### config.mk
export PLATFORM = sky130hd
export DESIGN_NAME = rand_word_assembler
export DESIGN_NICKNAME = d
export VERILOG_FILES = /design/src/rtl/rand_word_assembler.sv
export SDC_FILE = /design/constraint.sdc
export NUM_CORES = 1
export LEC_CHECK = 0
export CELL_PAD_IN_SITES_DETAIL_PLACEMENT = 0
export CELL_PAD_IN_SITES_GLOBAL_PLACEMENT = 1
export CORE_MARGIN = 2
export CORE_UTILIZATION = 36
export CTS_CLUSTER_SIZE = 14
export DETAILED_ROUTE_END_ITERATION = 16
export PLACE_DENSITY_LB_ADDON = 0.1
export SLEW_MARGIN = 10
export SYNTH_ARGS = -nofsm -noshare
export SYNTH_HDL_FRONTEND = slang
export SYNTH_SLANG_ARGS = --single-unit
### constraint.sdc
create_clock -name ic_clk -period 3 [get_ports ic_clk]
set_input_delay 0.6 -clock ic_clk [delete_from_list [all_inputs] [get_ports ic_clk]]
set_output_delay 0.6 -clock ic_clk [all_outputs]
set_load 0.01 [all_outputs]
### src/rtl/rand_word_assembler.sv
// rand_word_assembler: collects TRNG words into a 16/32/64-bit result for the host.
// Optional RAND_ASM_STATS_EN adds saturating done/timeout/excess counters.
package le_types;
   typedef enum logic [2:0] {RDSEED_16, RDSEED_32, RDSEED_64, RDRAND_16, RDRAND_32, RDRAND_64} rand_req_t;
endpackage

module rand_word_assembler
   import le_types::*;
#(
   parameter int OUTPUT_WIDTH   = 16,
   parameter int MAX_WORDS      = 4,
   parameter int TIMEOUT_CYCLES = 4096
) (
   input  logic                              ic_clk,
   input  logic                              rst,
   input  logic                              cpu_req,
   input  rand_req_t                         cpu_req_type,
   output logic                              rand_req,
   output rand_req_t                         rand_req_type,
   input  logic [OUTPUT_WIDTH-1:0]           rand_byte,
   input  logic                              rand_valid,
   input  logic                              slow_clk,
   output logic                              busy,
   output logic [OUTPUT_WIDTH*MAX_WORDS-1:0] result,
   output logic                              result_valid,
   output logic                              timeout_err,
   output logic                              excess_err,
   input  logic                              err_clr
`ifdef RAND_ASM_STATS_EN
   ,
   output logic [31:0]                       stat_done,
   output logic [31:0]                       stat_timeout,
   output logic [31:0]                       stat_excess
`endif
);
   localparam int CW = $clog2(MAX_WORDS + 1);
   localparam int TW = $clog2(TIMEOUT_CYCLES);
   localparam int RW = OUTPUT_WIDTH * MAX_WORDS;

   typedef enum logic [1:0] {IDLE, COLLECT, DONE} state_t;

   state_t          state_q, state_d;
   rand_req_t       type_q, type_d;
   logic [2:0]      sync_q, sync_d;
   logic [1:0]      vld_q, vld_d;
   logic            stb_q, stb_d;
   logic [CW-1:0]   tgt_q, tgt_d, cnt_q, cnt_d;
   logic [TW-1:0]   timer_q, timer_d;
   logic [RW-1:0]   result_q, result_d;
   logic            tout_q, tout_d, excess_q, excess_d;
   logic            acc;

   // sync_q[2] is the edge-detect flop, so the strobe fires once per slow_clk rise
   assign sync_d = {sync_q[1:0], slow_clk};
   assign stb_d  = sync_q[1] & ~sync_q[2];
   assign vld_d  = {vld_q[0], rand_valid};
   assign acc    = stb_q & vld_q[1];

   always_comb begin
      state_d  = state_q;
      type_d   = type_q;
      tgt_d    = tgt_q;
      cnt_d    = cnt_q;
      timer_d  = timer_q;
      result_d = result_q;
      tout_d   = 1'b0;
      excess_d = (acc && state_q != COLLECT) || (excess_q && !err_clr);
      case (state_q)
         IDLE:
            if (cpu_req) begin
               state_d  = COLLECT;
               type_d   = cpu_req_type;
               tgt_d    = (cpu_req_type inside {RDSEED_16, RDRAND_16}) ? CW'(1) :
                          (cpu_req_type inside {RDSEED_32, RDRAND_32}) ? CW'(2) : CW'(MAX_WORDS);
               cnt_d    = '0;
               timer_d  = '0;
               result_d = '0;
            end
         COLLECT:
            if (acc) begin
               for (int i = 0; i < MAX_WORDS; i++)
                  if (cnt_q == CW'(i)) result_d[i*OUTPUT_WIDTH +: OUTPUT_WIDTH] = rand_byte;
               cnt_d   = cnt_q + CW'(1);
               timer_d = '0;
               if (cnt_q + CW'(1) == tgt_q) state_d = DONE;
            end else if (timer_q == TW'(TIMEOUT_CYCLES - 1)) begin
               tout_d  = 1'b1;
               state_d = IDLE;
            end else begin
               timer_d = timer_q + TW'(1);
            end
         default: state_d = IDLE;
      endcase
   end

   always_ff @(posedge ic_clk or posedge rst) begin
      if (rst) begin
         state_q  <= IDLE;
         type_q   <= RDSEED_16;
         sync_q   <= '0;
         vld_q    <= '0;
         stb_q    <= 1'b0;
         tgt_q    <= '0;
         cnt_q    <= '0;
         timer_q  <= '0;
         result_q <= '0;
         tout_q   <= 1'b0;
         excess_q <= 1'b0;
      end else begin
         state_q  <= state_d;
         type_q   <= type_d;
         sync_q   <= sync_d;
         vld_q    <= vld_d;
         stb_q    <= stb_d;
         tgt_q    <= tgt_d;
         cnt_q    <= cnt_d;
         timer_q  <= timer_d;
         result_q <= result_d;
         tout_q   <= tout_d;
         excess_q <= excess_d;
      end
   end

   assign rand_req      = state_q == COLLECT;
   assign busy          = state_q != IDLE;
   assign result_valid  = state_q == DONE;
   assign rand_req_type = type_q;
   assign result        = result_q;
   assign timeout_err   = tout_q;
   assign excess_err    = excess_q;

`ifdef RAND_ASM_STATS_EN
   logic [31:0] stat_done_q, stat_done_d, stat_timeout_q, stat_timeout_d, stat_excess_q, stat_excess_d;

   always_comb begin
      stat_done_d    = stat_done_q    + ((result_valid && stat_done_q != '1) ? 32'd1 : 32'd0);
      stat_timeout_d = stat_timeout_q + ((tout_q && stat_timeout_q != '1) ? 32'd1 : 32'd0);
      stat_excess_d  = stat_excess_q  + ((acc && state_q != COLLECT && stat_excess_q != '1) ? 32'd1 : 32'd0);
   end

   always_ff @(posedge ic_clk or posedge rst) begin
      if (rst) begin
         stat_done_q    <= '0;
         stat_timeout_q <= '0;
         stat_excess_q  <= '0;
      end else begin
         stat_done_q    <= stat_done_d;
         stat_timeout_q <= stat_timeout_d;
         stat_excess_q  <= stat_excess_d;
      end
   end

   assign stat_done    = stat_done_q;
   assign stat_timeout = stat_timeout_q;
   assign stat_excess  = stat_excess_q;
`endif
endmodule

==> metrics.md, run 1 <==
| Metric | Value |
|---|---|
| Status | `completed` |
| First-pass GRT wire length | `14.9 mm` |
| Post-synth top area cell | `dfrtp_1` |
| Core area | `11,300 um^2` |
| Num rows | `39` |
| I/O Pins | `97` |
| DR DRC count | `0` |
| Worst-Skew Late Latency | `0.33 ns` |
| Height of the die | `111 um` |
| Fin crit share | `83.9%` |
| YS warnings | `0` |
| CTS root buf | `clkbuf_16` |
| Synth Flop Type | `dfrtp_1` |
| Drt via density | `4.71` |
| Worst Tran Pin Value | `0.718 ns` |
| Pre-antenna DRT Iters | `4` |
| Crit-path slowest cell | `clkdlybuf4s50_1` |
| Final net count | `436` |
| Gate Count Post-Synth | `304` |
| Yosys reg bits | `95` |
| Setup violators final | `0` |
| Hold bufs inserted after CTS | `0` |
| Layout Skew | `0.00681 ns` |
| Reg2reg start | `state_q[1]` |
| Syn_nets | `335` |
| Area of the mapped netlist | `4130 um^2` |
| Yosys cell types | `43` |
| Largest cells by area after synthesis | `dfrtp_1, mux2_2, mux2_4, nand2_1, and2_1` |
| FF-to-FF End | `timer_q[5]` |
| Gp weighted congestion | `0.751` |
| Worst-case reg-to-reg path depth | `6` |
| Pwr/cell area | `1030 nW/um^2` |
| P&R area growth vs syn | `33.6%` |
| Top post-synthesis cells by count | `dfrtp_1, mux2_2, nand2_1` |
| Critical path data arrival time | `1.92 ns` |
| Clk buf depth | `2` |
| CP Max Fanout | `22` |
| Chip width | `111 um` |
| Slew headroom | `51.6%` |
| Fin. max-slew vios | `0` |
| Setup TNS Final | `0 ns` |
| Dpl hpwl | `6.14 mm` |
| Via count | `2,599` |
| Max-cap violations | `0` |
| Critical Path Source Type | `flip-flop` |
| Layout cell share with drive strength beyond 1 | `23.2%` |
| Maximum vdd ir drop | `0.000418 V` |
| RSZ-0062 raised after global routing | `false` |
| Critical-path cell list | `nand2b_4, inv_2, clkdlybuf4s50_1` |
| Seq/Total Area, Yosys | `57.6%` |
| Post-layout util | `48.7%` |
| Crit path launch | `state_q[1]` |
| Reg2reg setup slack | `0.74 ns` |
| Worst path max stage delay | `0.63 ns` |
| Share of Yosys cell area claimed by the top area cell type | `57.6%` |
| Total CTS buffers | `9` |
| Vias in the first global route | `2,808` |
| Worst Setup EP | `rand_req` |
| Routed wire length | `9.05 mm` |
| DR iter-0 viols | `80` |
| Total track usage | `15.3%` |
| Post-CTS Setup Bufs | `0` |
| Initial antenna violation count | `0` |
| EDFF count, synth | `0` |
| Die Area | `12,300 um^2` |
| Syn avg cell area | `13.6 um^2` |
| Hold WC Path Type | `reg -> reg` |
| Dominant cell by count in the synthesized netlist | `dfrtp_1` |
| Initial core utilization | `36.4%` |
| Peak Freq | `0.397 GHz` |
| Fraction of registers with async set/reset | `100%` |
| CP Class | `reg -> out` |
| WL/cell | `16.4 um` |
| Worst-path clk slew | `0.06 ns` |
| Post-route minimum period | `2.52 ns` |
| CTS H-tree lvls | `3` |
| CTS tree | `done` |
| Routed Antenna Nets | `0` |
| Crit end category | `primary output` |
| Port bufs | `96` |
| Hold Fails Final Rpt | `0` |
| Critical Path RT | `2.40 ns` |
| Diode count | `0` |
| CTS resizes | `0` |
| Sink Count | `95` |
| GR Overflow Total | `0` |
| Largest net degree at the start of global routing | `48` |
| Leakage Power | `2.40 nW` |
[worst max-delay path, delay by kind of cell, from the launching register on]
family | cells | cell delay (ns)
DFF | 1 | 0.41
and+or+nand+nor | 1 | 0.16
buffers and inverters | 2 | 1.01
[cell families (layout without fill, tap and decap cells)]
logic type	count (synthesis)	after routing	synth area share (%)
flip-flops	95	95	57.6
multiplexers	65	65	19.2
adder cells (fa/ha/maj)	6	6	1.82
AO/OA/AOI/OAI	38	38	7.31
XOR/XNOR	7	7	1.49
AND/OR/NAND/NOR	74	74	9.68
buffers and inverters	19	124	2.91
[power by group]
group,switching (mW),internal [mW]
registers,0.314,1.77
logic,1.05,1.42
clock network,0.479,0.642
total,1.84,3.84
[how the worst min path moves through the flow]
| stage | to | startpoint | depth (start not counted) | slack [ns] |
|---|---|---|---|---|
| 2_1_floorplan | sync_q[1] | sync_q[0] | 0 | 0.33 |
| 3_3_place_gp | sync_q[1] | sync_q[0] | 0 | 0.34 |
| 3_5_place_dp | vld_q[1] | vld_q[0] | 0 | 0.34 |
| 4_1_cts | vld_q[1] | vld_q[0] | 0 | 0.35 |
| 5_1_grt | sync_q[1] | sync_q[0] | 0 | 0.36 |
| 6_report | vld_q[1] | vld_q[0] | 0 | 0.35 |
[metrics by stage]
step	instances	hold WS, ns	power [mW]	setup slack (ns)	area (um^2)
2_1_floorplan	304	0.331	3.44	1.25	4130
3_3_place_gp	537	0.339	4.60	0.612	5220
3_5_place_dp	537	0.338	4.62	0.594	5220
4_1_cts	552	0.352	5.77	0.457	5510
5_1_grt	552	0.356	6.03	0.406	5510
6_report	552	0.349	5.68	0.483	5510
[layout make-up]
type	instances	area [um^2]
clock buffer	10	229
clock inverter	5	60.1
fill	1032	5810
inverter	10	41.3
multi-input combinational	190	1630
sequential	95	2380
tap	143	179
timing repair buffer	99	996
[routing by layer]
| metal | vias up | wire [um] | GRT usage, % |
|---|---|---|---|
| li1 | 1254 | - | - |
| met1 | 1271 | 4240 | 20.1 |
| met2 | 66 | 4120 | 23.6 |
| met3 | 8 | 586 | 5.85 |
| met4 | 0 | 110 | 4.53 |
| met5 | - | 0 | 0 |
[sequential cells by signal, summed over array words and instances (netlist names)]
name           flops
stb_q              1
timer_q           12
result            64
timeout_err        1
vld_q              2
tgt_q              3
rand_req_type      3
sync_q             3
excess_err         1
cnt_q              3
state_q            2
[cell usage in the layout (no fill, tap or decap), drive strengths merged]
| master | n |
|---|---|
| clkdlybuf4s50 | 96 |
| and3 | 1 |
| bufinv | 1 |
| or2 | 1 |
| nor2b | 1 |
| a21boi | 1 |
| inv | 9 |
| a41oi | 1 |
| buf | 3 |
| xor2 | 4 |
| xnor2 | 3 |
| a31oi | 5 |
| mux2i | 1 |
| mux2 | 64 |
| nand2 | 29 |
| and2b | 2 |
| clkbuf | 10 |
| nor3 | 3 |
| and2 | 17 |
| ha | 6 |
| o21ai | 13 |
| dfrtp | 95 |
| a2bb2oi | 1 |
| a21oi | 8 |
| nand4 | 3 |
| o22ai | 1 |
| clkinvlp | 5 |
| nand2b | 2 |
| o41ai | 1 |
| o211ai | 1 |
| nand3 | 5 |
| nor2 | 10 |
| o31ai | 6 |
Note: power is estimated with default switching activity, not from simulation.
==> run 2, diff against run 1 <==
--- a/config.mk
+++ b/config.mk
@@ -8,7 +8,7 @@
 export CELL_PAD_IN_SITES_DETAIL_PLACEMENT = 0
 export CELL_PAD_IN_SITES_GLOBAL_PLACEMENT = 1
 export CORE_MARGIN = 2
-export CORE_UTILIZATION = 36
+export CORE_UTILIZATION = 40
 export CTS_CLUSTER_SIZE = 14
 export DETAILED_ROUTE_END_ITERATION = 16
 export PLACE_DENSITY_LB_ADDON = 0.1
==> constraint.sdc (replaced) <==
create_clock -name ic_clk -period 2.4 [get_ports ic_clk]
set_input_delay 0.48 -clock ic_clk [delete_from_list [all_inputs] [get_ports ic_clk]]
set_output_delay 0.48 -clock ic_clk [all_outputs]
set_load 0.01 [all_outputs]
==> run 2 against run 1 <==
  * Sequential share of layout area decreased by 0.12 points
  * Combinational power increased by 32%
  * Clock skew increased by 0.0039 ns
  * Power increased by 23%
  * Largest power group unchanged
  * Largest cell class unchanged
  * Setup slack got worse by 0.28 ns
==> metrics.md, run 2 (synthesis results as in run 1) <==
| Metric | Value |
|---|---|
| Worst-Skew Late Latency | `0.35 ns` |
| Place WS | `0.378 ns` |
| CTS tree | `done` |
| Leakage Power | `2.43 nW` |
| Final worst slack | `0.204 ns` |
| Sink Count | `95` |
| Die Area | `11,100 um^2` |
| Critical Path RT | `1.92 ns` |
| Most frequent cells in the layout | `clkdlybuf4s50_1, dfrtp_1, mux2_2` |
| Placed cell count | `537` |
| Fin. max-slew vios | `0` |
| GR Overflow Total | `0` |
| Initial core utilization | `40.5%` |
| Crit end category | `primary output` |
| Vias in the first global route | `2,717` |
| DR DRC count | `0` |
| Routed wire length | `8.74 mm` |
| CTS root buf | `clkbuf_8` |
| Most common cell after layout, fill and taps aside | `clkdlybuf4s50_1` |
| Core area | `10,200 um^2` |
| WL/cell | `15.8 um` |
| Layout Skew | `0.0107 ns` |
| Post-CTS Setup Bufs | `0` |
| Hold Fails Final Rpt | `0` |
| Post-layout util | `54.3%` |
| Dpl hpwl | `5.79 mm` |
| Setup TNS Final | `0 ns` |
| Total CTS buffers | `9` |
| First-pass GRT wire length | `14.0 mm` |
| CTS H-tree lvls | `3` |
| Layout Cells excl Fill | `552` |
| Final net count | `443` |
| Fin crit share | `91.5%` |
| Hold bufs inserted after CTS | `0` |
| Height of the die | `106 um` |
| Clk buf depth | `2` |
| Critical path data arrival time | `1.72 ns` |
| Via count | `2,682` |
| Critical Path Source Type | `flip-flop` |
| Worst-path clk slew | `0.09 ns` |
| Gp weighted congestion | `0.732` |
| RSZ-0062 raised after global routing | `false` |
| I/O Pins | `97` |
| Drt via density | `4.86` |
| Layout cell share with drive strength beyond 1 | `24.8%` |
| Largest register FFs | `64` |
| CP Max Fanout | `6` |
| DR iter-0 viols | `66` |
| Setup violators final | `0` |
| Slew headroom | `64.6%` |
| Largest net degree at the start of global routing | `96` |
| Maximum vdd ir drop | `0.000524 V` |
| Initial antenna violation count | `0` |
| Power Total | `6.96 mW` |
| Diode count | `0` |
| Post-route minimum period | `2.20 ns` |
| Peak Freq | `0.455 GHz` |
| Total track usage | `16.3%` |
| Max-cap violations | `0` |
| Pre-antenna DRT Iters | `4` |
| Port bufs | `96` |
| Worst Tran Pin Value | `0.531 ns` |
| Chip width | `106 um` |
| P&R area growth vs syn | `33.9%` |
| Hold WC Path Type | `reg -> reg` |
| Reg2reg setup slack | `0.39 ns` |
| CP Class | `reg -> out` |
| Pwr/cell area | `1260 nW/um^2` |
| Routed Antenna Nets | `0` |
| CTS resizes | `0` |
| Num rows | `37` |
| Status | `completed` |
==> run 2: changes by cell type in the layout (fill, tap and decap cells not counted) <==
cell,delta
buf_12,+4
buf_4,+3
bufinv_16,+1
clkbuf_1,-1
clkbuf_16,-9
clkbuf_8,+9
clkinv_2,+2
clkinv_4,+1
clkinvlp_4,-3
==> run 2: cell type report <==
type                       instances  area (um^2)
multi-input combinational        190         1630
inverter                          10         41.3
clock buffer                       9          124
sequential                        95         2380
timing repair buffer             106         1100
tap                              136          170
fill                             898         4660
clock inverter                     6         86.3
==> run 2: where the power goes <==
group / leakage [nW] / switching (mW) / internal [mW]
clock: 0.105 / 0.563 / 0.580
combinational: 1.13 / 1.35 / 1.90
sequential: 1.20 / 0.360 / 2.21
total: 2.43 / 2.27 / 4.69
==> run 2: metal layers <==
metal  GRT usage, %  vias up  wire length [um]
li1               -     1266                 -
met1           21.5     1342              3940
met2           25.1       65              4100
met3           5.38        9               566
met4           5.92        0               136
met5              0        -                 0
==> run 2: final timing paths <==
check,startpoint,to,cells after the start
max in group asynchronous,rst,result[41],3
min reg2reg,vld_q[0],vld_q[1],0
max reg2reg,timer_q[0],timer_q[9],6
min in group asynchronous,rst,timer_q[3],3
min,vld_q[0],vld_q[1],0
max,state_q[1],rand_req,3
==> run 2: critical path, stage by stage (launching register included) <==
cell and delay [ns]:
dfrtp_1 0.42, nand2b_4 0.17, inv_2 0.17, clkdlybuf4s50_1 0.61
==> run 2: through the flow <==
stage,cell area [um^2],hold slack (ns)
CTS,5530,0.358
finish,5530,0.355
global placement,5320,0.335
detailed placement,5320,0.336
floorplan,4130,0.331
global route,5530,0.371
==> run 3, diff against run 2 <==
--- a/config.mk
+++ b/config.mk
@@ -8,7 +8,7 @@
 export CELL_PAD_IN_SITES_DETAIL_PLACEMENT = 0
 export CELL_PAD_IN_SITES_GLOBAL_PLACEMENT = 1
 export CORE_MARGIN = 2
-export CORE_UTILIZATION = 40
+export CORE_UTILIZATION = 25
 export CTS_CLUSTER_SIZE = 14
 export DETAILED_ROUTE_END_ITERATION = 16
 export PLACE_DENSITY_LB_ADDON = 0.1
==> run 3 against run 2 <==
  * Sequential share of layout area shrank 1.8 points
  * Critical endpoint unchanged
  * Worst hold slack gained 0.00082 ns
  * Flip-flop and latch count is the same
  * Cell count grew 16%
  * Clock power grew 43%
  * Setup slack gained 0.088 ns
  * First-iteration DRC count grew 64%
  * Largest power group unchanged
  * Die area grew 57%
  * Global-route usage shrank 3.8 points
==> metrics.md, run 3 (synthesis results as in run 1) <==
| Metric | Value |
|---|---|
| Worst Tran Pin Value | `0.497 ns` |
| Peak Freq | `0.474 GHz` |
| GR Overflow Total | `0` |
| Grt met1 use | `15.5%` |
| FF-to-FF End | `timer_q[9]` |
| CP Max Fanout | `5` |
| Critical path data arrival time | `1.63 ns` |
| Worst-case reg-to-reg path depth | `6` |
| Logic gate share of total power | `43.6%` |
| Maximum vdd ir drop | `0.000647 V` |
| Critical-path cell list | `nand2b_4, inv_2, clkdlybuf4s50_1` |
| Critical path buffers and inverters | `2` |
| Int Pwr | `5.07 mW` |
| Layout cell share with drive strength beyond 1 | `25.8%` |
| DR iter-0 viols | `108` |
| Hold path startpoint | `vld_q[0]` |
| Post-route minimum period | `2.11 ns` |
| Critical Path RT | `1.92 ns` |
| Dpl hpwl | `7.22 mm` |
| Worst path max stage delay | `0.56 ns` |
| Port bufs | `96` |
| Chip width | `132 um` |
| Routed Antenna Nets | `0` |
| Most frequent cells in the layout | `clkdlybuf4s50_1, dfrtp_1, mux2_2` |
| Hold WC Path Type | `reg -> reg` |
| Clock network power share | `21.7%` |
| Die Area | `17,500 um^2` |
| Drt via density | `4.15` |
| Met2 Track Usage GR | `19.1%` |
| Psw | `2.45 mW` |
| Fin. max-slew vios | `0` |
| Largest net degree at the start of global routing | `45` |
| Family with the most delay on the worst path | `buffers and inverters` |
| Initial antenna violation count | `0` |
| Diode count | `0` |
| DR DRC count | `0` |
| Vias in the first global route | `2,817` |
| Switching Fraction | `32.6%` |
| Clk buf depth | `2` |
| Slew headroom | `66.6%` |
| Setup violators final | `0` |
| P&R area growth vs syn | `39.7%` |
| Height of the die | `132 um` |
| Core area | `16,000 um^2` |
| Total CTS buffers | `9` |
| Fin crit share | `87.9%` |
| Sequential Power Share | `34.6%` |
| Reg2reg setup slack | `0.37 ns` |
| Sink Count | `95` |
| Worst-path clk slew | `0.07 ns` |
| CTS resizes | `0` |
| CP Class | `reg -> out` |
| Setup TNS Final | `0 ns` |
| Gp weighted congestion | `0.721` |
| Hold bufs inserted after CTS | `0` |
| Post-CTS Setup Bufs | `0` |
| Final net count | `448` |
| Layout Skew | `0.00719 ns` |
| Layout Cells excl Fill | `638` |
| Max-cap violations | `0` |
| First-pass GRT wire length | `16.8 mm` |
| Placed cell count | `622` |
| Filler Cells Inserted | `1,612` |
| Worst hold path stage count | `0` |
| Num rows | `46` |
| Most Used Layer, Global Route | `met2` |
| Critical Path Source Type | `flip-flop` |
| Hold endpoint | `vld_q[1]` |
| Crit end category | `primary output` |
| CTS H-tree lvls | `3` |
| I/O Pins | `97` |
| CTS root buf | `clkbuf_16` |
| Largest register FFs | `64` |
| Pre-antenna DRT Iters | `4` |
| WL/cell | `16.2 um` |
| Via count | `2,647` |
| Met3 GRT Util | `5.98%` |
| Leakage Power | `2.51 nW` |
| Worst-Skew Late Latency | `0.35 ns` |
| RSZ-0062 raised after global routing | `false` |
| Most common cell after layout, fill and taps aside | `clkdlybuf4s50_1` |
| CTS tree | `done` |
| Total track usage | `12.5%` |
| Initial core utilization | `25.8%` |
| Pwr/cell area | `1300 nW/um^2` |
| Routed wire length | `10.3 mm` |
| Reg2reg start | `timer_q[0]` |
| Status | `completed` |
| Hold Fails Final Rpt | `0` |
| Crit-path slowest cell | `clkdlybuf4s50_1` |
run 3: worst max-delay path by stage:
stage	from	depth (start not counted)	endpoint
4_1_cts	state_q[1]	3	rand_req
3_5_place_dp	timer_q[0]	6	timer_q[5]
3_3_place_gp	timer_q[0]	6	timer_q[5]
5_1_grt	timer_q[0]	6	timer_q[9]
2_1_floorplan	cnt_q[0]	5	result[48]
6_report	state_q[1]	3	rand_req
run 3: final cells by class:
class	instances	area, um^2	area share (%)
clock buffer	10	239	4.15
tap	216	270	4.69
multi-input combinational	190	1630	28.2
timing repair buffer	111	1110	19.3
inverter	10	41.3	0.716
sequential	95	2380	41.2
clock inverter	6	97.6	1.69
run 3: per-layer routing:
metal	vias to the layer above	routed length, um
met1	1297	4580
met2	58	4850
met4	0	158
li1	1285	-
met3	7	732
met5	-	0
run 3: through the flow:
| step | setup WS (ns) | hold slack [ns] | util (%) | total power, mW | instance area [um^2] |
|---|---|---|---|---|---|
| 2_1_floorplan | 0.651 | 0.331 | - | 4.30 | 4130 |
| 6_report | 0.291 | 0.356 | 36.0 | 7.51 | 5760 |
| 3_5_place_dp | 0.326 | 0.346 | 33.9 | 5.97 | 5430 |
| 4_1_cts | 0.250 | 0.362 | 36.0 | 7.67 | 5760 |
| 5_1_grt | 0.0985 | 0.370 | 36.0 | 8.04 | 5760 |
| 3_3_place_gp | 0.310 | 0.340 | 33.9 | 5.97 | 5430 |
run 3: power groups by stage:
stage          Combinational, mW  Clock (mW)  Sequential, mW
6_report                    3.28        1.63            2.60
5_1_grt                     3.57        1.77            2.70
4_1_cts                     3.36        1.70            2.62
3_5_place_dp                3.34           0            2.63
3_3_place_gp                3.34           0            2.63
2_1_floorplan               1.49           0            2.81
